### src/rtl/pin_timing_sequencer_pkg.sv
// Shared types and constants for the PIN-guess timing sequencer.
package pin_timing_sequencer_pkg;

  typedef enum logic [2:0] {
    IDLE    = 3'd0,
    SEND    = 3'd1,
    WAIT    = 3'd2,
    REPORT  = 3'd3,
    TGT_RST = 3'd4
  } state_e;

  localparam logic [7:0] CMD_RESET    = 8'h09;
  localparam logic [7:0] STAT_OK      = 8'h00;
  localparam logic [7:0] STAT_TIMEOUT = 8'hFF;

endpackage

### src/rtl/pin_timing_sequencer_uart_byte_launcher.sv
// One-byte holding register that launches its byte into a uart_tx with an
// en/rdy handshake: pulse en while rdy=1, then wait for rdy low-then-high.
module uart_byte_launcher (
  input  logic       CLK,
  input  logic       rst_n,
  input  logic       load,
  input  logic [7:0] load_data,
  input  logic       rdy,
  output logic [7:0] data,
  output logic       en,
  output logic       full,
  output logic       launch_c
);

  logic sent;
  logic seen_low;

  // Launch decision is visible one cycle before en so the owner can act on it.
  assign launch_c = full && !sent && rdy;

  always_ff @(posedge CLK or negedge rst_n) begin
    if (!rst_n) begin
      data     <= 8'h00;
      en       <= 1'b0;
      full     <= 1'b0;
      sent     <= 1'b0;
      seen_low <= 1'b0;
    end else begin
      en <= launch_c;
      if (load && !full) begin
        data <= load_data;
        full <= 1'b1;
      end else if (launch_c) begin
        sent <= 1'b1;
      end else if (sent) begin
        // Byte stays held until the transmitter has visibly taken and finished it.
        if (!rdy) begin
          seen_low <= 1'b1;
        end else if (seen_low) begin
          full     <= 1'b0;
          sent     <= 1'b0;
          seen_low <= 1'b0;
        end
      end
    end
  end

endmodule

### src/rtl/pin_timing_sequencer.sv
// Sequences one PIN-guess measurement: forward frame, time first response, report.
// Optional macro ECHO_RESP_EN appends the first device response byte to the report.
module pin_timing_sequencer
  import pin_timing_sequencer_pkg::*;
#(
  parameter int unsigned FRAME_LEN   = 16,
  parameter int unsigned CNT_W       = 32,
  parameter int unsigned RST_CYCLES  = 1000,
  parameter int unsigned TIMEOUT_CYC = 100000000
) (
  input  logic       CLK,
  input  logic       rst_n,
  input  logic [7:0] host_rx_data,
  input  logic       host_rx_valid,
  output logic [7:0] host_tx_data,
  output logic       host_tx_en,
  input  logic       host_tx_rdy,
  output logic [7:0] dev_tx_data,
  output logic       dev_tx_en,
  input  logic       dev_tx_rdy,
  input  logic [7:0] dev_rx_data,
  input  logic       dev_rx_valid,
  output logic       dev_reset_n,
  output logic       busy,
  output logic       overrun
);

  localparam int unsigned IDX_W     = $clog2(FRAME_LEN + 1);
  localparam int unsigned CNT_BYTES = CNT_W / 8;
`ifdef ECHO_RESP_EN
  localparam int unsigned REP_LEN   = CNT_BYTES + 2;
`else
  localparam int unsigned REP_LEN   = CNT_BYTES + 1;
`endif
  localparam int unsigned REP_W     = $clog2(REP_LEN + 1);

  state_e             state;
  logic [IDX_W-1:0]   idx;
  logic [CNT_W-1:0]   cnt;
  logic [CNT_W-1:0]   cnt_lat;
  logic [7:0]         status;
  logic [REP_W-1:0]   rep_idx;
`ifdef ECHO_RESP_EN
  logic [7:0]         resp;
`else
  logic               dev_rx_data_unused;
  assign dev_rx_data_unused = ^dev_rx_data;
`endif

  logic       dev_load_c;
  logic       dev_full;
  logic       dev_launch_c;
  logic       host_load_c;
  logic       host_full;
  logic       host_launch_unused_c;
  logic [7:0] host_byte_c;

  // Load strobes for the two launchers.
  always_comb begin
    dev_load_c  = 1'b0;
    host_load_c = 1'b0;
    if (host_rx_valid && !dev_full) begin
      if (state == IDLE) begin
        dev_load_c = (host_rx_data != CMD_RESET);
      end else if (state == SEND) begin
        dev_load_c = (idx != IDX_W'(FRAME_LEN));
      end
    end
    if (state == REPORT && !host_full && rep_idx != REP_W'(REP_LEN)) begin
      host_load_c = 1'b1;
    end
  end

  // Report byte: count LSB first, then status, then optional echoed response.
  always_comb begin
    host_byte_c = status;
    if (rep_idx < REP_W'(CNT_BYTES)) begin
      host_byte_c = 8'(cnt_lat >> {rep_idx, 3'b000});
`ifdef ECHO_RESP_EN
    end else if (rep_idx > REP_W'(CNT_BYTES)) begin
      host_byte_c = resp;
`endif
    end
  end

  always_ff @(posedge CLK or negedge rst_n) begin
    if (!rst_n) begin
      state       <= IDLE;
      idx         <= '0;
      cnt         <= '0;
      cnt_lat     <= '0;
      status      <= STAT_OK;
      rep_idx     <= '0;
      busy        <= 1'b0;
      overrun     <= 1'b0;
      dev_reset_n <= 1'b1;
`ifdef ECHO_RESP_EN
      resp        <= 8'h00;
`endif
    end else begin
      case (state)
        IDLE: begin
          if (host_rx_valid) begin
            if (host_rx_data == CMD_RESET) begin
              state       <= TGT_RST;
              busy        <= 1'b1;
              overrun     <= 1'b0;
              dev_reset_n <= 1'b0;
              cnt         <= '0;
            end else if (dev_load_c) begin
              idx   <= IDX_W'(1);
              state <= SEND;
              busy  <= 1'b1;
            end else begin
              overrun <= 1'b1;
            end
          end
        end
        SEND: begin
          if (host_rx_valid) begin
            if (dev_load_c) idx <= idx + IDX_W'(1);
            else            overrun <= 1'b1;
          end
          // Launching with the full frame accepted means the last byte is going out.
          if (dev_launch_c && idx == IDX_W'(FRAME_LEN)) begin
            cnt   <= '0;
            state <= WAIT;
          end
        end
        WAIT: begin
          if (host_rx_valid) overrun <= 1'b1;
          if (dev_rx_valid) begin
            cnt_lat <= cnt;
            status  <= STAT_OK;
            rep_idx <= '0;
            state   <= REPORT;
`ifdef ECHO_RESP_EN
            resp    <= dev_rx_data;
`endif
          end else if (cnt == CNT_W'(TIMEOUT_CYC - 1)) begin
            cnt_lat <= cnt;
            status  <= STAT_TIMEOUT;
            rep_idx <= '0;
            state   <= REPORT;
`ifdef ECHO_RESP_EN
            resp    <= 8'h00;
`endif
          end else begin
            cnt <= cnt + CNT_W'(1);
          end
        end
        REPORT: begin
          if (host_rx_valid) overrun <= 1'b1;
          if (host_load_c) begin
            rep_idx <= rep_idx + REP_W'(1);
          end else if (rep_idx == REP_W'(REP_LEN) && !host_full) begin
            state <= IDLE;
            busy  <= 1'b0;
          end
        end
        TGT_RST: begin
          if (cnt == CNT_W'(RST_CYCLES - 1)) begin
            dev_reset_n <= 1'b1;
            state       <= IDLE;
            busy        <= 1'b0;
          end else begin
            cnt <= cnt + CNT_W'(1);
          end
        end
        default: begin
          state <= IDLE;
          busy  <= 1'b0;
        end
      endcase
    end
  end

  uart_byte_launcher u_dev_launcher (
    .CLK       (CLK),
    .rst_n     (rst_n),
    .load      (dev_load_c),
    .load_data (host_rx_data),
    .rdy       (dev_tx_rdy),
    .data      (dev_tx_data),
    .en        (dev_tx_en),
    .full      (dev_full),
    .launch_c  (dev_launch_c)
  );

  uart_byte_launcher u_host_launcher (
    .CLK       (CLK),
    .rst_n     (rst_n),
    .load      (host_load_c),
    .load_data (host_byte_c),
    .rdy       (host_tx_rdy),
    .data      (host_tx_data),
    .en        (host_tx_en),
    .full      (host_full),
    .launch_c  (host_launch_unused_c)
  );

endmodule
### config.mk
export PLATFORM = sky130hd
export DESIGN_NAME = pin_timing_sequencer
export DESIGN_NICKNAME = d
export VERILOG_FILES = /design/src/rtl/pin_timing_sequencer_pkg.sv /design/src/rtl/pin_timing_sequencer_uart_byte_launcher.sv /design/src/rtl/pin_timing_sequencer.sv
export SDC_FILE = /design/constraint.sdc
export NUM_CORES = 1
export LEC_CHECK = 0
export BUFFER_PORTS_ARGS = -buffer_cell sky130_fd_sc_hd__buf_2
export CAP_MARGIN = 40
export CORE_MARGIN = 1
export CORE_UTILIZATION = 60
export CTS_BUF_LIST = sky130_fd_sc_hd__clkbuf_2 sky130_fd_sc_hd__clkbuf_4 sky130_fd_sc_hd__clkbuf_8
export CTS_CLUSTER_SIZE = 30
export DETAILED_ROUTE_END_ITERATION = 8
export PLACE_DENSITY = 0.84
export RECOVER_POWER = 100
export SETUP_SLACK_MARGIN = 0.4
export SLEW_MARGIN = 20
export SYNTH_ARGS = -nofsm -noshare
export SYNTH_HDL_FRONTEND = slang
export SYNTH_SLANG_ARGS = --single-unit
### constraint.sdc
create_clock -name CLK -period 2.9 [get_ports CLK]
set_input_delay 0.58 -clock CLK [delete_from_list [all_inputs] [get_ports CLK]]
set_output_delay 0.58 -clock CLK [all_outputs]
set_load 0.02 [all_outputs]
# Word level (Yosys, flattened, before mapping)
# Index checks and enable logic that the tools add are counted.
[word_totals]
regBits = 110
input_bits = 22
output_inout_bits = 21
wordCells = 175
[op_classes]
n_addsub = 3
order_cmp = 1
n_eq_ne = 31
shift = 1
n_mux = 73
bitwise_logic = 5
reduce_logical = 42
[ops]
columns = ["cell", "n"]
rows = [
  ["2-to-1 mux 32 bit", 8],
  ["case mux 32 bit (4 select lines)", 1],
  ["2-to-1 mux 1 bit", 38],
  ["2-to-1 mux 3 bit", 12],
  ["adder 32 x 1 -> 32 bit, second input constant", 1],
  ["equality test 32 x 10 -> 1 bit, second input constant", 1],
  ["equality test 32 x 27 -> 1 bit, second input constant", 1],
  ["right shift 32 x 6 -> 8 bit", 1],
  ["2-to-1 mux 5 bit", 5],
  ["2-to-1 mux 8 bit", 3],
  ["nonzero test 2 bit", 10],
  ["inequality test 2 bit, second input constant", 9],
  ["inequality test 2 x 1 -> 1 bit, second input constant", 8],
  ["AND reduction 4 bit", 4],
  ["case mux 3 bit (5 select lines)", 1],
  ["AND reduction 7 bit", 2],
  ["AND reduction 6 bit", 2],
  ["logical AND 1 bit", 11],
  ["case mux 5 bit (2 select lines)", 1],
  ["AND reduction 3 bit", 3],
  ["equality test 8 x 4 -> 1 bit, second input constant", 1],
  ["inequality test 8 x 4 -> 1 bit, second input constant", 1],
  ["equality test 3 x 2 -> 1 bit, second input constant", 2],
  ["equality test 3 bit, second input constant", 2],
  ["19 further kinds", 28],
]

# Logic depth before layout (Yosys ltp)
[depth]
depth_word = 8
depth_mapped = 10
ltp_nobuf = 8

# Modules after synthesis
# A second synthesis with hierarchy kept.
[hier_totals]
hier_cells = 548
hier_area_um2 = 5505.3
[by_module_without_submodules]
columns = ["module", "instances", "cells_per_inst", "area_per_inst_um2"]
rows = [
  ["pin_timing_sequencer", 1, 450, 4546.9],
  ["uart_byte_launcher", 2, 49, 479.2],
]

# Least setup slack after synthesis
# No wires, ideal clock.
[synth_path]
path_kind = "reg2reg"
from = "reg cnt[0]"
to = "reg cnt[30]"
setup_time_ns = 0.076
arrival_ns = 2.228
required_time_ns = 2.824
slack_ns = 0.596
stages_incl_launch_ff = 9
path_buffers = 1
period_less_slack_ns = 2.304
path_cell_list = "dfrtp_1 > ha_1 > nand3_1 > or2_1 > or2_1 > buf_6 > or4_4 > or4_1 > o21ai_1"
[synth_via]
elab_chain_cells = 4
word_cells_on_any_way = 10
cone_classes = "add/sub: 1; eq/ne: 4; mux: 4; reduce/logical: 1"
[synth_rtl]
columns = ["element", "line_no", "source"]
rows = [
  ["start, declared", "pin_timing_sequencer.sv:39", "logic [CNT_W-1:0] cnt;"],
  ["start signal, assigned", "pin_timing_sequencer.sv:149", "cnt <= cnt + CNT_W'(1);"],
  ["start signal, assigned", "pin_timing_sequencer.sv:167", "cnt <= cnt + CNT_W'(1);"],
  ["adder 32 x 1 -> 32 bit", "pin_timing_sequencer.sv:149, pin_timing_sequencer.sv:167", ""],
  ["2-to-1 mux 32 bit", "pin_timing_sequencer.sv:140", "end else if (cnt == CNT_W'(TIMEOUT_CYC - 1)) begin"],
  ["2-to-1 mux 32 bit", "pin_timing_sequencer.sv:132", "if (dev_rx_valid) begin"],
  ["case mux 32 bit (4 select lines)", "pin_timing_sequencer.sv:101", "case (state)"],
]
# Parallel ways exist; a longest one is shown, timed or not. The select of a mux whose other input is x is not followed.
# A chain may end at the register's enable or synchronous reset.

# Worst setup path in the final report
[layout_path]
from = "reg cnt[0]"
to = "reg cnt[31]"
# Same word-level chain as after synthesis.

==> key figures <==
Power and ir drop
  – Pleak: 2.59 nW
  – IR drop worst, VDD: 0.322 mV
  – Power, Total: 0.00419 W
  – PwrDens: 725 nW/µm²

Global route
  – First-pass GRT wire length: 19.5 mm
  – GRT Overall Usage: 0.281
  – Vias in the first global route: 4028
  – GRT overflow: 0
  – Largest net degree at the start of global routing: 55
  – Initial antenna violation count: 0

STA
  – Fin crit share: 0.881
  – Worst hold margin: 0.434 ns
  – Fin worst setup slack: 0.344 ns
  – Tightest Pin Transition: 1.25 ns
  – Fmax: 0.391 GHz
  – Relative slew margins: 0.167
  – Setup Skew: 0.00963 ns
  – Unrepaired setup endpoints after global routing: true
  – Setup violators final: 0
  – Final Critical Period: 2.56 ns
  – Final TNS setup: 0 ns
  – Fin. max-slew vios: 0
  – Final Hold Fails: 0

Synthesis
  – Synth Area in Simple Gates: 0.196
  – Cell with the most instances after synthesis: dfrtp_1
  – Synth Area in Compound Gates: 0.123
  – Distinct cells, synth: 62
  – Synth Area in Adders: 0.0119
  – Largest family of logic cells by synthesized area: simple AND/OR/NAND/NOR gates
  – Synthesized Nets: 527
  – Ranking of synthesized cells by area: dfrtp_1, mux2_2, nand2_1
  – Sequential area share after synthesis: 0.490
  – Commonest cells in the netlist: dfrtp_1, nand2_1, mux2_2, o21ai_0, nor2_1
  – Mapped Cells: 500
  – Syn avg cell area: 10.5 µm²
  – Mux cell area share after synthesis: 0.141
  – Number of flops mapped to enable cells by yosys: 0
  – FFs w/ async S/R, synth: 1.00
  – Yosys warning count: 0
  – Area leader, netlist: dfrtp_1
  – #FFs+latches synth: 103
  – Dominant synthesized flop cell: dfrtp_1
  – Post-synthesis xor/xnor area fraction: 0.00167
  – Synth top area share: 0.485
  – Netlist Area Pre-Place: 5260 µm²

CTS
  – CTS tree: done
  – # clock sinks: 103
  – Longest Clk Path Bufs: 2
  – CTS Root Cell: clkbuf_8
  – Cts hold-fix bufs: 0
  – Number of CTS-inserted buffers: 9
  – Clk Latency, worst-skew pair: 0.37 ns
  – H-tree levels: 3
  – Clock-pin transition on the worst setup and hold timing paths: 0.10 ns

Place
  – Worst slack at placement: 0.154 ns
  – GP Congestion: 0.885
  – Port bufs: 34
  – Post-DP HPWL: 8.35 mm

Final layout
  – FILL cells: 614
  – Share of post-route cells with drive strength above 1: 0.207
  – NumNets Final: 563
  – Core Util, Final: 0.694
  – Syn-to-layout area delta: 9.99%
  – Ant. Diodes: 0

Detailed routing
  – DRT Pass-1 Iters: 5
  – Post-Route WL: 12.0 mm
  – Vias: 4216
  – Iter 0 DRT Violations: 324
  – # DRC: 0
  – DR WL/cell: 18.6 µm
  – Vias/cell: 6.53
  – Post-route ant nets: 0

Worst setup path
  – Reg2reg end: cnt[31]
  – Reg2Reg Depth: 8
  – RR Startpoint: cnt[0]
  – Max incr delay on CP: 0.50 ns
  – Critical path's top delay family: simple AND/OR/NAND/NOR gates
  – R2R setup slack: 0.34 ns
  – Startpoint types: register
  – Setup crit end: cnt[31]
  – Critical Path Sink Type: register
  – Critical path cell sequence: ha_1 > nand3_1 > and4b_1 > a41oi_1 > o21ai_4 > buf_4 > or4_1 > a21oi_1
  – Kind of critical path: register to register
  – Setup crit start: cnt[0]
  – Worst path bufs/invs: 1
  – Critical Path Stages: 8
  – CP required: 3.20 ns
  – CP max-delay cell: or4_1
  – Arr. time, crit path: 2.86 ns
  – Largest fanout on the critical path: 10

Flow run
  – Maxcap violations: 0

Min path
  – Hold depth: 2
  – Min-delay worst type: input port to register

Die
  – IO Pins: 43
  – Die area: 9150 µm²
  – Initial Util: 0.631
  – Core area: 8340 µm²
  – Row count: 33
  – Die Ht: 95.6 µm
  – Chip Width: 95.6 µm

Run status
  – Outcome: completed
==> what timing repair did <==
item,CTS,global route
setup buffers,0,5
pin swaps,0,2
endpoints found under the hold margin,0,0
setup endpoints to repair,23,40
resized for setup,6,3
==> how the worst min path moves through the flow <==
stage                                         end                     from
after floorplan                              busy                    rst_n
after global placement    u_host_launcher.data[1]  u_host_launcher.data[1]
after detailed placement  u_host_launcher.data[2]  u_host_launcher.data[2]
after CTS                                  idx[0]                    rst_n
after global routing      u_dev_launcher.seen_low               dev_tx_rdy
final                     u_dev_launcher.seen_low               dev_tx_rdy
==> worst register-to-register path, delay by kind of cell (launching register included) <==
kind	cells	cell delay (ns)
flip-flops	1	0.43
AND/OR/NAND/NOR	3	0.86
adder cells (fa/ha/maj)	1	0.24
AO/OA/AOI/OAI	3	0.76
buffers and inverters	1	0.20
==> cell type report <==
class / count / area [µm²] / share of cell area
Sequential cell: 103 / 2580 / 0.446
Multi-Input combinational cell: 356 / 2510 / 0.434
Timing Repair Buffer: 58 / 350 / 0.0606
Clock buffer: 10 / 131 / 0.0227
Tap cell: 105 / 131 / 0.0227
Clock inverter: 6 / 53.8 / 0.00930
Inverter: 8 / 30.0 / 0.00519
==> kinds of logic after synthesis <==
kind of cell | after synthesis
compound gates | 103
xor+xnor | 1
fa+ha+maj | 5
buf+inv | 41
flops | 103
mux | 59
simple gates | 188
==> layer usage <==
metal / track usage / part of all wire
met5: 0 / 0
met4: 0.108 / 0.022
met3: 0.0494 / 0.056
met2: 0.465 / 0.50
met1: 0.369 / 0.43
==> placed cells by master, fill, tap and decap left out, types with 4 or more instances in the layout <==
cell / instances
mux4_2: 8
nor2_1: 24
mux2i_1: 9
and4_1: 5
dfrtp_1: 101
and3_1: 11
ha_1: 5
o211ai_1: 11
o21ai_0: 38
or4_1: 18
buf_2: 12
a21o_1: 6
nand2b_1: 4
nand4_1: 8
o31ai_1: 5
or3_1: 9
mux2_2: 42
nand2_1: 55
a21oi_1: 23
inv_1: 8
nand3_1: 19
clkbuf_8: 9
nor4_1: 6
clkbuf_1: 24
buf_4: 17
nor3_1: 8
==> flip-flops by register name, indices dropped and copies added (netlist names) <==
signal	flops
cnt_lat	32
u_host_launcher.full	1
status	1
u_dev_launcher.sent	1
u_dev_launcher.data	8
u_dev_launcher.seen_low	1
u_host_launcher.en	1
rep_idx	3
dev_reset_n	1
state	3
cnt	32
u_host_launcher.seen_low	1
overrun	1
u_dev_launcher.en	1
u_host_launcher.sent	1
u_host_launcher.data	8
idx	5
busy	1
u_dev_launcher.full	1
==> where the power goes <==
part	switching (W)	total [W]	internal [W]
logic	0.000936	0.00153	0.000592
clock network	0.000516	0.000852	0.000336
registers	0.000173	0.00181	0.00164
==> metrics by stage <==
stage	instance area, µm²	cells
after floorplan	5260	500
after global placement	5590	625
after detailed placement	5590	625
after CTS	5800	641
after global routing	5790	646
final	5790	646
No activity file was read; power rests on OpenSTA's default activity.
